## config.mk

```make
export PLATFORM = sky130hd
export DESIGN_NAME = instruction_encoder_loader
export DESIGN_NICKNAME = d
export VERILOG_FILES = /design/src/rtl/instruction_encoder_loader_pkg.sv /design/src/rtl/instruction_encoder_loader_instr_pack.sv /design/src/rtl/instruction_encoder_loader.sv
export SDC_FILE = /design/constraint.sdc
export NUM_CORES = 1
export LEC_CHECK = 0
export ABC_AREA = 1
export BUFFER_PORTS_ARGS = -buffer_cell sky130_fd_sc_hd__clkbuf_2
export CAP_MARGIN = 20
export CORE_MARGIN = 5
export CORE_UTILIZATION = 51
export DETAILED_ROUTE_END_ITERATION = 6
export HOLD_SLACK_MARGIN = 0.05
export PLACE_DENSITY_LB_ADDON = 0.3
export SYNTH_ARGS = -nofsm -noshare
export SYNTH_HDL_FRONTEND = slang
export SYNTH_SLANG_ARGS = --single-unit
```

## constraint.sdc

```tcl
create_clock -name clk_i -period 1.9 [get_ports clk_i]
set_input_delay 0.095 -clock clk_i [delete_from_list [all_inputs] [get_ports clk_i]]
set_output_delay 0.095 -clock clk_i [all_outputs]
set_load 0.01 [all_outputs]
```

## src/rtl/instruction_encoder_loader_pkg.sv

```systemverilog
// Shared definitions for the instruction encoder / program loader.
//   - opcode and sub-op field values of the Simple RISC Machine ISA
//   - loader FSM state encoding
//   - err_code values reported by the loader
//   - signed immediate range limits and a range-check helper
package instruction_encoder_loader_pkg;

    // Instruction classes (bits [15:13])
    localparam logic [2:0] OPC_BCOND = 3'b001;
    localparam logic [2:0] OPC_BRREG = 3'b010;  // BL / BX / BLX
    localparam logic [2:0] OPC_LDR   = 3'b011;
    localparam logic [2:0] OPC_STR   = 3'b100;
    localparam logic [2:0] OPC_ALU   = 3'b101;
    localparam logic [2:0] OPC_MOV   = 3'b110;
    localparam logic [2:0] OPC_HALT  = 3'b111;

    // Sub-ops (bits [12:11])
    localparam logic [1:0] OP_ADD     = 2'b00;
    localparam logic [1:0] OP_CMP     = 2'b01;
    localparam logic [1:0] OP_AND     = 2'b10;
    localparam logic [1:0] OP_MVN     = 2'b11;
    localparam logic [1:0] OP_MOV_REG = 2'b00;
    localparam logic [1:0] OP_MOV_IMM = 2'b10;
    localparam logic [1:0] OP_BX      = 2'b00;
    localparam logic [1:0] OP_BLX     = 2'b10;
    localparam logic [1:0] OP_BL      = 2'b11;
    localparam logic [1:0] OP_NONE    = 2'b00;

    // Highest legal branch condition code
    localparam logic [2:0] COND_MAX = 3'b100;

    // err_code values
    localparam logic [2:0] ERR_NONE     = 3'b000;
    localparam logic [2:0] ERR_ILLEGAL  = 3'b001;
    localparam logic [2:0] ERR_RANGE    = 3'b010;
    localparam logic [2:0] ERR_READBACK = 3'b011;
    localparam logic [2:0] ERR_OVERFLOW = 3'b100;

    // Signed immediate limits
    localparam int I8_MIN = -128;
    localparam int I8_MAX = 127;
    localparam int I5_MIN = -16;
    localparam int I5_MAX = 15;

    typedef enum logic [2:0] {
        ST_IDLE,
        ST_ACCEPT,
        ST_WRITE,
        ST_READ,
        ST_CHECK,
        ST_DONE,
        ST_ERROR
    } state_e;

    // True when the 16-bit two's-complement value lies in [lo, hi].
    function automatic logic imm_in_range(input logic [15:0] v, input int lo, input int hi);
        int sv;
        sv = int'($signed(v));
        return (sv >= lo) && (sv <= hi);
    endfunction

endpackage

```

## src/rtl/instruction_encoder_loader_instr_pack.sv

```systemverilog
// instr_pack: purely combinational field packer.
// Turns a decoded field bundle into a 16-bit Simple RISC Machine word.
// Fields an encoding does not use are forced to zero.
//   opcode_i, op_i          instruction class / sub-op
//   rn_i, rd_i, rm_i        register fields (rn_i doubles as cond for B<cond>)
//   shift_i                 shift field
//   imm_i                   signed immediate, range-checked then truncated
//   word_o                  packed instruction (0 when illegal)
//   illegal_o               {opcode,op} / cond combination has no encoding
//   range_err_o             legal encoding but immediate out of range
module instr_pack
    import instruction_encoder_loader_pkg::*;
(
    input  logic [2:0]  opcode_i,
    input  logic [1:0]  op_i,
    input  logic [2:0]  rn_i,
    input  logic [2:0]  rd_i,
    input  logic [2:0]  rm_i,
    input  logic [1:0]  shift_i,
    input  logic [15:0] imm_i,
    output logic [15:0] word_o,
    output logic        illegal_o,
    output logic        range_err_o
);

    logic need_i8;
    logic need_i5;

    always_comb begin
        word_o    = '0;
        illegal_o = 1'b0;
        need_i8   = 1'b0;
        need_i5   = 1'b0;

        case (opcode_i)
            OPC_MOV: begin
                if (op_i == OP_MOV_IMM) begin
                    word_o  = {opcode_i, op_i, rn_i, imm_i[7:0]};
                    need_i8 = 1'b1;
                end else if (op_i == OP_MOV_REG) begin
                    word_o = {opcode_i, op_i, 3'b000, rd_i, shift_i, rm_i};
                end else begin
                    illegal_o = 1'b1;
                end
            end
            OPC_ALU: begin
                case (op_i)
                    OP_CMP:  word_o = {opcode_i, op_i, rn_i, 3'b000, shift_i, rm_i};
                    OP_MVN:  word_o = {opcode_i, op_i, 3'b000, rd_i, shift_i, rm_i};
                    default: word_o = {opcode_i, op_i, rn_i, rd_i, shift_i, rm_i};
                endcase
            end
            OPC_LDR, OPC_STR: begin
                if (op_i == OP_NONE) begin
                    word_o  = {opcode_i, op_i, rn_i, rd_i, imm_i[4:0]};
                    need_i5 = 1'b1;
                end else begin
                    illegal_o = 1'b1;
                end
            end
            OPC_HALT: begin
                if (op_i == OP_NONE) word_o = {opcode_i, op_i, 11'b0};
                else                 illegal_o = 1'b1;
            end
            OPC_BCOND: begin
                if (op_i == OP_NONE && rn_i <= COND_MAX) begin
                    word_o  = {opcode_i, op_i, rn_i, imm_i[7:0]};
                    need_i8 = 1'b1;
                end else begin
                    illegal_o = 1'b1;
                end
            end
            OPC_BRREG: begin
                case (op_i)
                    OP_BL: begin
                        word_o  = {opcode_i, op_i, rn_i, imm_i[7:0]};
                        need_i8 = 1'b1;
                    end
                    OP_BX:   word_o = {opcode_i, op_i, 3'b000, rd_i, 5'b0};
                    OP_BLX:  word_o = {opcode_i, op_i, rn_i, rd_i, 5'b0};
                    default: illegal_o = 1'b1;
                endcase
            end
            default: illegal_o = 1'b1;
        endcase

        if (illegal_o) word_o = '0;
    end

    // Range errors are reported only for encodings that carry an immediate;
    // an illegal bundle never reports a range error.
    assign range_err_o = !illegal_o &&
                         ((need_i8 && !imm_in_range(imm_i, I8_MIN, I8_MAX)) ||
                          (need_i5 && !imm_in_range(imm_i, I5_MIN, I5_MAX)));

endmodule

```

## src/rtl/instruction_encoder_loader.sv

```systemverilog
// instruction_encoder_loader: accepts decoded instruction bundles over a
// valid/ready stream, encodes each, writes it to instruction RAM at
// consecutive addresses from base_addr_i, reads it back and verifies it.
//   clk_i, reset_i          clock, synchronous active-high reset
//   start_i, base_addr_i    begin a load session at base_addr_i
//   in_*                    field bundle stream (valid/ready, in_last_i ends session)
//   mem_addr_o/write/dout   RAM port; mem_din_i is read data one cycle after address
//   busy_o, done_o, err_o   session status; err_code_o gives abort reason
//   count_o                 words written and verified this session
module instruction_encoder_loader
    import instruction_encoder_loader_pkg::*;
#(
    parameter int ADDR_W = 8
) (
    input  logic              clk_i,
    input  logic              reset_i,
    input  logic              start_i,
    input  logic [ADDR_W-1:0] base_addr_i,
    input  logic              in_valid_i,
    output logic              in_ready_o,
    input  logic [2:0]        in_opcode_i,
    input  logic [1:0]        in_op_i,
    input  logic [2:0]        in_rn_i,
    input  logic [2:0]        in_rd_i,
    input  logic [2:0]        in_rm_i,
    input  logic [1:0]        in_shift_i,
    input  logic [15:0]       in_imm_i,
    input  logic              in_last_i,
    output logic [ADDR_W-1:0] mem_addr_o,
    output logic              mem_write_o,
    output logic [15:0]       mem_dout_o,
    input  logic [15:0]       mem_din_i,
    output logic              busy_o,
    output logic              done_o,
    output logic              err_o,
    output logic [2:0]        err_code_o,
    output logic [ADDR_W:0]   count_o
);

    localparam logic [ADDR_W-1:0] ADDR_TOP = '1;

    state_e            state_q, state_d;
    logic [ADDR_W-1:0] addr_q, addr_d;
    logic [15:0]       word_q, word_d;
    logic              last_q, last_d;
    logic [ADDR_W:0]   count_q, count_d;
    logic [2:0]        err_code_q, err_code_d;

    logic [15:0] pk_word;
    logic        pk_illegal;
    logic        pk_range_err;

    instr_pack u_pack (
        .opcode_i   (in_opcode_i),
        .op_i       (in_op_i),
        .rn_i       (in_rn_i),
        .rd_i       (in_rd_i),
        .rm_i       (in_rm_i),
        .shift_i    (in_shift_i),
        .imm_i      (in_imm_i),
        .word_o     (pk_word),
        .illegal_o  (pk_illegal),
        .range_err_o(pk_range_err)
    );

    always_ff @(posedge clk_i) begin
        if (reset_i) begin
            state_q    <= ST_IDLE;
            addr_q     <= '0;
            word_q     <= '0;
            last_q     <= 1'b0;
            count_q    <= '0;
            err_code_q <= ERR_NONE;
        end else begin
            state_q    <= state_d;
            addr_q     <= addr_d;
            word_q     <= word_d;
            last_q     <= last_d;
            count_q    <= count_d;
            err_code_q <= err_code_d;
        end
    end

    always_comb begin
        state_d    = state_q;
        addr_d     = addr_q;
        word_d     = word_q;
        last_d     = last_q;
        count_d    = count_q;
        err_code_d = err_code_q;

        case (state_q)
            ST_IDLE, ST_DONE, ST_ERROR: begin
                if (start_i) begin
                    addr_d     = base_addr_i;
                    count_d    = '0;
                    err_code_d = ERR_NONE;
                    state_d    = ST_ACCEPT;
                end
            end
            ST_ACCEPT: begin
                if (in_valid_i) begin
                    if (pk_illegal) begin
                        err_code_d = ERR_ILLEGAL;
                        state_d    = ST_ERROR;
                    end else if (pk_range_err) begin
                        err_code_d = ERR_RANGE;
                        state_d    = ST_ERROR;
                    end else begin
                        word_d  = pk_word;
                        last_d  = in_last_i;
                        state_d = ST_WRITE;
                    end
                end
            end
            ST_WRITE: state_d = ST_READ;
            ST_READ:  state_d = ST_CHECK;
            ST_CHECK: begin
                if (mem_din_i != word_q) begin
                    err_code_d = ERR_READBACK;
                    state_d    = ST_ERROR;
                end else begin
                    count_d = count_q + {{ADDR_W{1'b0}}, 1'b1};
                    if (last_q) begin
                        state_d = ST_DONE;
                    end else if (addr_q == ADDR_TOP) begin
                        // The verified word sits at the top address; there is
                        // nowhere to put the next one.
                        err_code_d = ERR_OVERFLOW;
                        state_d    = ST_ERROR;
                    end else begin
                        addr_d  = addr_q + {{(ADDR_W-1){1'b0}}, 1'b1};
                        state_d = ST_ACCEPT;
                    end
                end
            end
            default: state_d = ST_IDLE;
        endcase
    end

    // All status outputs decode straight from registered state.
    assign in_ready_o  = (state_q == ST_ACCEPT);
    assign mem_write_o = (state_q == ST_WRITE);
    assign busy_o      = (state_q == ST_ACCEPT) || (state_q == ST_WRITE) ||
                         (state_q == ST_READ)   || (state_q == ST_CHECK);
    assign done_o      = (state_q == ST_DONE);
    assign err_o       = (state_q == ST_ERROR);
    assign mem_addr_o  = addr_q;
    assign mem_dout_o  = word_q;
    assign err_code_o  = err_code_q;
    assign count_o     = count_q;

endmodule

```

-- Word-level counts from Yosys, hierarchy flattened
Index checks and enable logic that the tools add are counted.
- flip-flop bits (word level): 40
- input bits: 61
- output and inout port bits: 41
- word-level logic and storage cells: 110
- add/subtract/negate cells: 2
- magnitude comparators: 5
- eq/ne operators: 26
- muxes and demuxes: 43
- bitwise operators: 2
- reduce and logical (&&, ||, !) cells: 26
- operators with widths (cell ; count):
    $pmux W16 S6 ; 1
    $mux W16 ; 5
    $pmux W16 S3 ; 1
    $mux W3 ; 14
    $mux W8 ; 4
    $pmux W11 S2 ; 1
    $eq A3 B3 Y1 const B ; 7
    $mux W9 ; 2
    $pmux W9 S2 ; 1
    $ge A16 B5 Y1 const B ; 1
    $ge A16 B8 Y1 const B ; 1
    $le A16 B5 Y1 const B ; 1
    $le A16 B8 Y1 const B ; 1
    $ne A16 B16 Y1 ; 1
    $pmux W8 S2 ; 1
    $pmux W3 S5 ; 1
    $eq A3 B2 Y1 const B ; 4
    $ne A2 B2 Y1 const B ; 5
    $add A9 B1 Y9 const B ; 1
    $mux W1 ; 9
    $pmux W3 S3 ; 1
    $reduce_or A3 Y1 ; 3
    $add A8 B1 Y8 const B ; 1
    $eq A8 B8 Y1 const B ; 1
    other kinds (22) ; 36

-- Depth between registers and ports, before layout
Gate-level depths: netlist of the first run.
- word-level depth: 11
- mapped depth: 13
- depth with buffers taken out: 12

-- Cells and area by module
Synthesis of the first run repeated with hierarchy kept, for this count alone.
- cell total of the unflattened synthesis: 611
- area total of the unflattened synthesis: 3447.1 um^2
- by module, submodules not included (module ; instances ; cells each ; area an instance (um^2) ; seq. area each (um^2)):
    instruction_encoder_loader ; 1 ; 392 ; 2408.6 ; 800.8
    instr_pack ; 1 ; 219 ; 1038.5 ; 0.0

-- Least setup slack after synthesis of the first run
No wires, ideal clock.
- path type: reg2reg
- from: reg addr_q[0] (netlist: mem_addr_o[0])
- to: reg addr_q[4] (netlist: mem_addr_o[4])
- setup time: 0.071 ns
- data arrival time: 1.576 ns
- slack: 0.252 ns
- stages on the path, launching flop included: 10
- path buffers: 1
- clock period less this slack: 1.648 ns
- path through: dfxtp_1 > ha_1 > nand2_1 > nor2_1 > a21oi_1 > or2_4 > nand3_1 > buf_4 > nand2_1 > a21oi_1
- longest elaborated chain between the ends: 5
- elaborated cells on any way between the ends: 8
- ends and longest elaborated chain (element ; line ; RTL):
    start, declared ; instruction_encoder_loader.sv:43 ; logic [ADDR_W-1:0] addr_q, addr_d;
    start signal, assigned ; instruction_encoder_loader.sv:76 ; addr_q <= addr_d;
    $add A8 B1 Y8 ; instruction_encoder_loader.sv:132 ; addr_d = addr_q + {{(ADDR_W-1){1'b0}}, 1'b1};
    $mux W8 ; instruction_encoder_loader.sv:126 ; end else if (addr_q == ADDR_TOP) begin
    $mux W8 ; instruction_encoder_loader.sv:124 ; if (last_q) begin
    $mux W8 ; instruction_encoder_loader.sv:119 ; if (mem_din_i != word_q) begin
    $pmux W8 S2 ; instruction_encoder_loader.sv:92 ; case (state_q)
Several ways; a longest one is shown, not always the timed one. The select of a mux whose other input is x is not followed.
A chain may end at the register's enable or synchronous reset.

-- Worst setup path after layout of the first run
- from: reg state_q[0]
- to: reg count_q[1] (netlist: count_o[1])
- longest elaborated chain between the ends: 4
- elaborated cells on any way between the ends: 10
- ends and longest elaborated chain (element ; line ; RTL):
    start, declared ; instruction_encoder_loader.sv:42 ; state_e state_q, state_d;
    start signal, assigned ; instruction_encoder_loader.sv:75 ; state_q <= state_d;
    $eq A3 B3 Y1 / $logic_not A3 Y1 (equally long branches) ; instruction_encoder_loader.sv:92 ;
    $reduce_or A3 Y1 ; instruction_encoder_loader.sv:92 ;
    $ne A2 B2 Y1 (no source line) / $reduce_bool A2 Y1 (equally long branches) ; n/a ;
    $reduce_and A3 Y1 (no source line) ; n/a ;
    end signal, assigned ; instruction_encoder_loader.sv:79 ; count_q <= count_d;
    end, declared ; instruction_encoder_loader.sv:46 ; logic [ADDR_W:0] count_q, count_d;
Several ways; a longest one is shown, not always the timed one.

==> metrics.md, run 1 <==
| Metric | Value |
|---|---|
| Status | finished clean |
| Power Total | 3.63 mW |
| # rows | 27 |
| Worst vdd ir | 0.807 mV |
| PortBufs | 101 |
| Final Hold Viols | 0 |
| Core area | 5510 sq um |
| TritonCTS Buffers | 5 |
| CP delay by family, top | simple AND/OR/NAND/NOR gates |
| Register area share after synthesis | 27.8% |
| RSZ-0062 raised after global routing | false |
| HP Class | primary input to flop |
| GR Util All Layers | 21.7% |
| Global-route wire length before repair | 13.2 mm |
| Share of power burned in registers | 31.1% |
| Critical path's slowest cell | dfxtp_1 |
| CTS clk-pin slew, worst paths | 0.08 ns |
| Synth warn | 0 |
| Average wire per standard cell | 12.1 um |
| Pwr dens | 986 nW/um^2 |
| Post-route DRC | 0 |
| Drt first pass iters | 4 |
| CTS Root Cell | clkbuf_8 |
| Reg2Reg Setup Slack | 0.14 ns |
| WHS Path Cells | 4 |
| Crit path kind | flop to flop |
| Max-Cap Viols | 0 |
| CTS hold repair buffers | 0 |
| Max incr delay on CP | 0.39 ns |
| Layout cells sized above 1 | 28.0% |
| Yosys reg bits | 40 |
| P_leak | 1.86 nW |
| CP Launch Type | flop |
| Reg2Reg Depth | 9 |
| Worst Path Required | 2.08 ns |
| Synthesized area per cell | 5.97 sq um |
| Initial DRC count | 176 |
| CTS HTree Levels | 2 |
| Nets | 658 |
| Register area | 802 sq um |
| Final period util | 92.9% |
| Pin count of the biggest net entering global routing | 23 |
| Clock share of power | 20.9% |
| Worst r2r src | state_q[0] |
| # fillers | 506 |
| CP cell instances | inv_1 > nand2_2 > nand3_1 > o21ai_1 > nor2_2 > nand2_4 > clkinvlp_2 > nand3_1 > a21oi_1 |
| CP Data Arrival Time | 1.95 ns |
| Fmax | 567 MHz |
| Placed Instance Area | 3500 sq um |
| Syn Std Cell Area | 2880 sq um |
| Clock tree sinks | 40 |
| Switching share of power | 43.0% |
| Worst-Skew Late Latency | 0.30 ns |
| Final setup fails | 0 |
| Vias in the first global route | 3074 |
| Worst Path Buf+Inv | 2 |
| DP Wirelength | 6.36 mm |
| Synth Instances | 482 |
| Die Width | 85.1 um |
| Final worst path period need | 1.76 ns |
| Post-synth cell types | 34 |
| CTS tree | yes |
| Global route total overflow | 0 |
| Die area | 7250 sq um |
| DRT Wirelength | 8.10 mm |
| Clk buf depth | 2 |
| Die Y | 85.1 um |
| Internal | 2.07 mW |
| Setup Skew | 0.00846 ns |
| Post-CTS Setup Bufs | 0 |
| Max-slew violations | 0 |
| Comb power frac | 48.0% |
| Gpl congestion | 0.905 |
| Vias post-DR | 3311 |
| Initial Util | 52.3% |
| Worst hold slack | 0.0849 ns |
| FF-to-FF End | count_o[1] |
| Multi-input logic area | 1760 sq um |
| Slew of the pin with the lowest slew margin | 0.540 ns |
| Post-DRT Antenna Nets | 0 |
| Relative slew slack | 63.9% |
| CP Max Fanout | 10 |
| Setup TNS Final | 0 ns |
| Vias per inst | 4.96 |
| Initial antenna violation count | 0 |
| Endpoint class of the critical path | flop |
| # diodes | 0 |
| Endpoint, Worst Hold | state_q[1] |
| Min-delay src | start_i |
| Most frequent CP cell | nand3_1 |
| I/O pins | 102 |
| Net Sw Power | 1.56 mW |
| Syn nets | 545 |
| Layout area overhead | 27.7% |
| Design Area, Final | 3680 sq um |
[final cells by class]
type                    count  area share, %
multi-input cells         357           47.8
clock inverters             2           1.05
flip-flops and latches     40           21.8
repair buffers            116           16.8
clock buffers               6           2.25
well taps                  72           2.45
repair inverters            1          0.136
inverters                  74           7.72
[power groups by stage]
stage	clock network (mW)	registers (mW)	logic [mW]
after floorplan	0	1.20	1.06
after global placement	0	1.14	1.60
after detailed placement	0	1.14	1.63
after CTS	0.761	1.12	1.65
after global routing	0.805	1.15	1.96
final	0.758	1.13	1.74
[synth_stat cells, drive strengths merged]
library cell,n,area (sq um)
a21oi,37,204
buf,9,77.6
clkbuf,2,7.51
clkinv,1,3.75
dfxtp,40,801
ha,2,25.0
inv,73,274
nand2,132,516
nand3,33,180
nand4,7,50.1
nor2,77,314
nor3,9,56.3
nor3b,2,15.0
o211ai,2,15.0
o21ai,39,199
o31ai,2,15.0
or2,3,21.3
xnor2,2,17.5
xor2,10,87.6
[worst min-delay path, cell delays in order]
cell	delay, ns
clkbuf_2	0.09
inv_1	0.03
nand2_1	0.07
a21oi_1	0.06
[layout by cell type (no fill, tap or decap), types with 5 or more instances in the layout]
cell | synthesis | final
xor2_1 | 10 | 10
nand2_1 | 124 | 124
inv_1 | 67 | 67
nor3_1 | 8 | 8
buf_4 | 2 | 15
inv_2 | 6 | 5
clkbuf_8 | 0 | 6
a21oi_1 | 32 | 32
a21oi_2 | 5 | 5
nand3_1 | 30 | 28
nand4_1 | 6 | 6
nor2_1 | 69 | 67
o21ai_0 | 36 | 35
dfxtp_1 | 40 | 39
clkbuf_2 | 0 | 101
nand2_2 | 8 | 6
nor2_2 | 7 | 9
[registers in the layout (all words and copies together), names as in the netlist]
| signal | count |
|---|---|
| count_o | 9 |
| err_code_o | 3 |
| last_q | 1 |
| mem_addr_o | 8 |
| mem_dout_o | 16 |
| state_q | 3 |
[stage by stage]
stage / std cells / setup slack, ns / util [%]
4_1_cts: 667 / 0.0447 / 65.9
3_5_place_dp: 659 / 0.00942 / 63.6
2_1_floorplan: 482 / 0.252 / -
3_3_place_gp: 659 / 0.103 / 63.6
6_report: 668 / 0.136 / 66.8
5_1_grt: 668 / 0.0153 / 66.8
[kinds of logic after synthesis]
family	count (synthesis)	share of synthesized area, %
AOI/OAI and AO/OA	80	15.0
DFF	40	27.8
adders and majority gates	2	0.869
and+or+nand+nor	263	40.0
buffers and inverters	85	12.6
xor gates and xnor gates	12	3.65
[layer usage]
layer | global-route usage, % | up-vias | part of all wire [%]
met3 | 4.08 | 12 | 6.5
met2 | 35.2 | 104 | 46
met1 | 29.1 | 1452 | 46
li1 | - | 1743 | -
met5 | 0 | - | 0
met4 | 6.62 | 0 | 1.2
[worst max-delay path by stage]
stage                   from             to  slack [ns]  cells past startpoint
2_1_floorplan  mem_addr_o[0]  mem_addr_o[4]        0.25                      9
3_3_place_gp   mem_dout_o[4]  mem_addr_o[1]        0.10                     11
3_5_place_dp   mem_dout_o[0]  mem_addr_o[2]       0.009                     11
4_1_cts           state_q[0]  mem_addr_o[3]        0.04                      9
5_1_grt           state_q[2]     count_o[1]        0.02                      9
6_report          state_q[0]     count_o[1]        0.14                      9
[what timing repair did]
action / in CTS / in global routing
pin swaps: 0 / 1
setup endpoints to repair: 4 / 23
gates cloned: 0 / 1
resized for setup: 1 / 11
Note: power is estimated with default switching activity, not from simulation.
==> run 2: changes to the inputs <==
REMOVE_ABC_BUFFERS = 1   (was not set)
==> metrics.md, run 2 (same netlist as run 1, synthesis figures left out) <==
| Metric | Value |
|---|---|
| Worst Path Buf+Inv | 3 |
| Fmax | 574 MHz |
| CTS tree | yes |
| P_leak | 1.85 nW |
| Layout cells sized above 1 | 27.6% |
| Final Hold Viols | 0 |
| Final worst path period need | 1.74 ns |
| Commonest non-fill, non-tap cell in the layout | nand2_1 |
| CP Data Arrival Time | 1.92 ns |
| I/O pins | 102 |
| Status | finished clean |
| Post-route DRC | 0 |
| CTS clk-pin slew, worst paths | 0.08 ns |
| Met3 GRT Util | 4.27% |
| Die area | 7250 sq um |
| Initial antenna violation count | 0 |
| Gpl congestion | 0.884 |
| Most frequent cells in the layout | 124 x nand2_1, 101 x clkbuf_2, 67 x inv_1, 67 x nor2_1, 40 x dfxtp_1 |
| HP Class | primary input to flop |
| DRT Wirelength | 7.68 mm |
| Max FFs per register | 16 |
| Core area | 5510 sq um |
| Vias in the first global route | 3164 |
| Pwr dens | 931 nW/um^2 |
| Final period util | 91.7% |
| Die Y | 85.1 um |
| Global routing's busiest layer | met2 |
| # rows | 27 |
| Nets | 660 |
| Relative slew slack | 66.5% |
| Post-DRT Antenna Nets | 0 |
| TritonCTS Buffers | 5 |
| CP cell instances | inv_2 > nand2_2 > nor2_2 > inv_1 > nor3_4 > nand4_4 > buf_4 > o21ai_0 > a21oi_1 |
| Vias post-DR | 3318 |
| Average wire per standard cell | 11.5 um |
| CP delay by family, top | simple AND/OR/NAND/NOR gates |
| Worst-Skew Late Latency | 0.29 ns |
| CTS hold repair buffers | 0 |
| M1 GR Usage | 26.9% |
| Final setup fails | 0 |
| Critical path's slowest cell | dfxtp_1 |
| Slew of the pin with the lowest slew margin | 0.501 ns |
| Clock tree sinks | 40 |
| M2 GR Usage | 37.8% |
| Die Width | 85.1 um |
| Max incr delay on CP | 0.36 ns |
| Max-slew violations | 0 |
| CP Launch Type | flop |
| PortBufs | 101 |
| CP Max Fanout | 15 |
| DP Wirelength | 6.25 mm |
| Power Total | 3.40 mW |
| Initial DRC count | 167 |
| Worst Path Required | 2.08 ns |
| Clk buf depth | 2 |
| Layout area overhead | 26.8% |
| Drt first pass iters | 5 |
| Post-CTS Setup Bufs | 0 |
| CTS HTree Levels | 2 |
| Setup Skew | 0.00841 ns |
| # diodes | 0 |
| Vias per inst | 4.96 |
| Max-Cap Viols | 0 |
| GR Util All Layers | 21.7% |
| Worst vdd ir | 0.837 mV |
| Pin count of the biggest net entering global routing | 23 |
| Initial Util | 52.3% |
| Global route total overflow | 0 |
| RSZ-0062 raised after global routing | false |
| Worst hold slack | 0.0985 ns |
| Global-route wire length before repair | 13.3 mm |
| Endpoint class of the critical path | flop |
| Crit path kind | flop to flop |
| CTS Root Cell | clkbuf_8 |
run 2: worst paths after layout:
path / startpoint / to / slack (ns) / cells past startpoint
max: state_q[2] / mem_dout_o[8] / 0.16 / 9
min: start_i / state_q[1] / 0.1 / 4
max reg2reg: state_q[2] / mem_dout_o[8] / 0.16 / 9
min reg2reg: last_q / last_q / 0.48 / 2
run 2: area by class of cell:
type	instances	area, sq um
multi-input combinational	357	1760
fill	555	1860
clock inverter	2	12.5
sequential	40	801
inverter	74	280
clock buffer	5	68.8
timing repair buffer	119	641
tap	72	90.1
run 2: report_power, final:
| group | internal [mW] | switching (mW) | leakage [nW] | total (mW) |
|---|---|---|---|---|
| clock network | 0.249 | 0.293 | 0.0400 | 0.541 |
| logic | 0.682 | 1.04 | 1.49 | 1.72 |
| registers | 0.993 | 0.140 | 0.326 | 1.13 |
| total | 1.92 | 1.47 | 1.85 | 3.40 |
run 2: repair_timing:
action                                  in CTS  in global routing
endpoints found under the setup margin       5                 30
resized for setup                            1                  9
hold endpoints to repair                     0                  0
pin swaps                                    0                  1
run 2: per-layer routing:
metal	vias up	part of all wire (%)	wire, um
li1	1745	-	-
met5	-	0	0
met4	0	1.5	118
met3	10	5.9	450
met2	75	48	3670
met1	1488	45	3440
run 2: worst min-delay path, stage by stage:
cell and delay (ns):
clkbuf_2 0.09, inv_1 0.03, nand2_1 0.07, a21oi_1 0.06
run 2: through the flow:
stage	util, %	TNS, ns	setup slack (ns)	area (sq um)	instances
3_5_place_dp	64.0	-0.0275	-0.0275	3520	662
5_1_grt	66.3	0	0.00411	3650	669
6_report	66.3	0	0.157	3650	669
2_1_floorplan	-	0	0.0518	2790	471
3_3_place_gp	64.0	0	0.0550	3520	662
4_1_cts	65.6	0	0.0395	3610	669
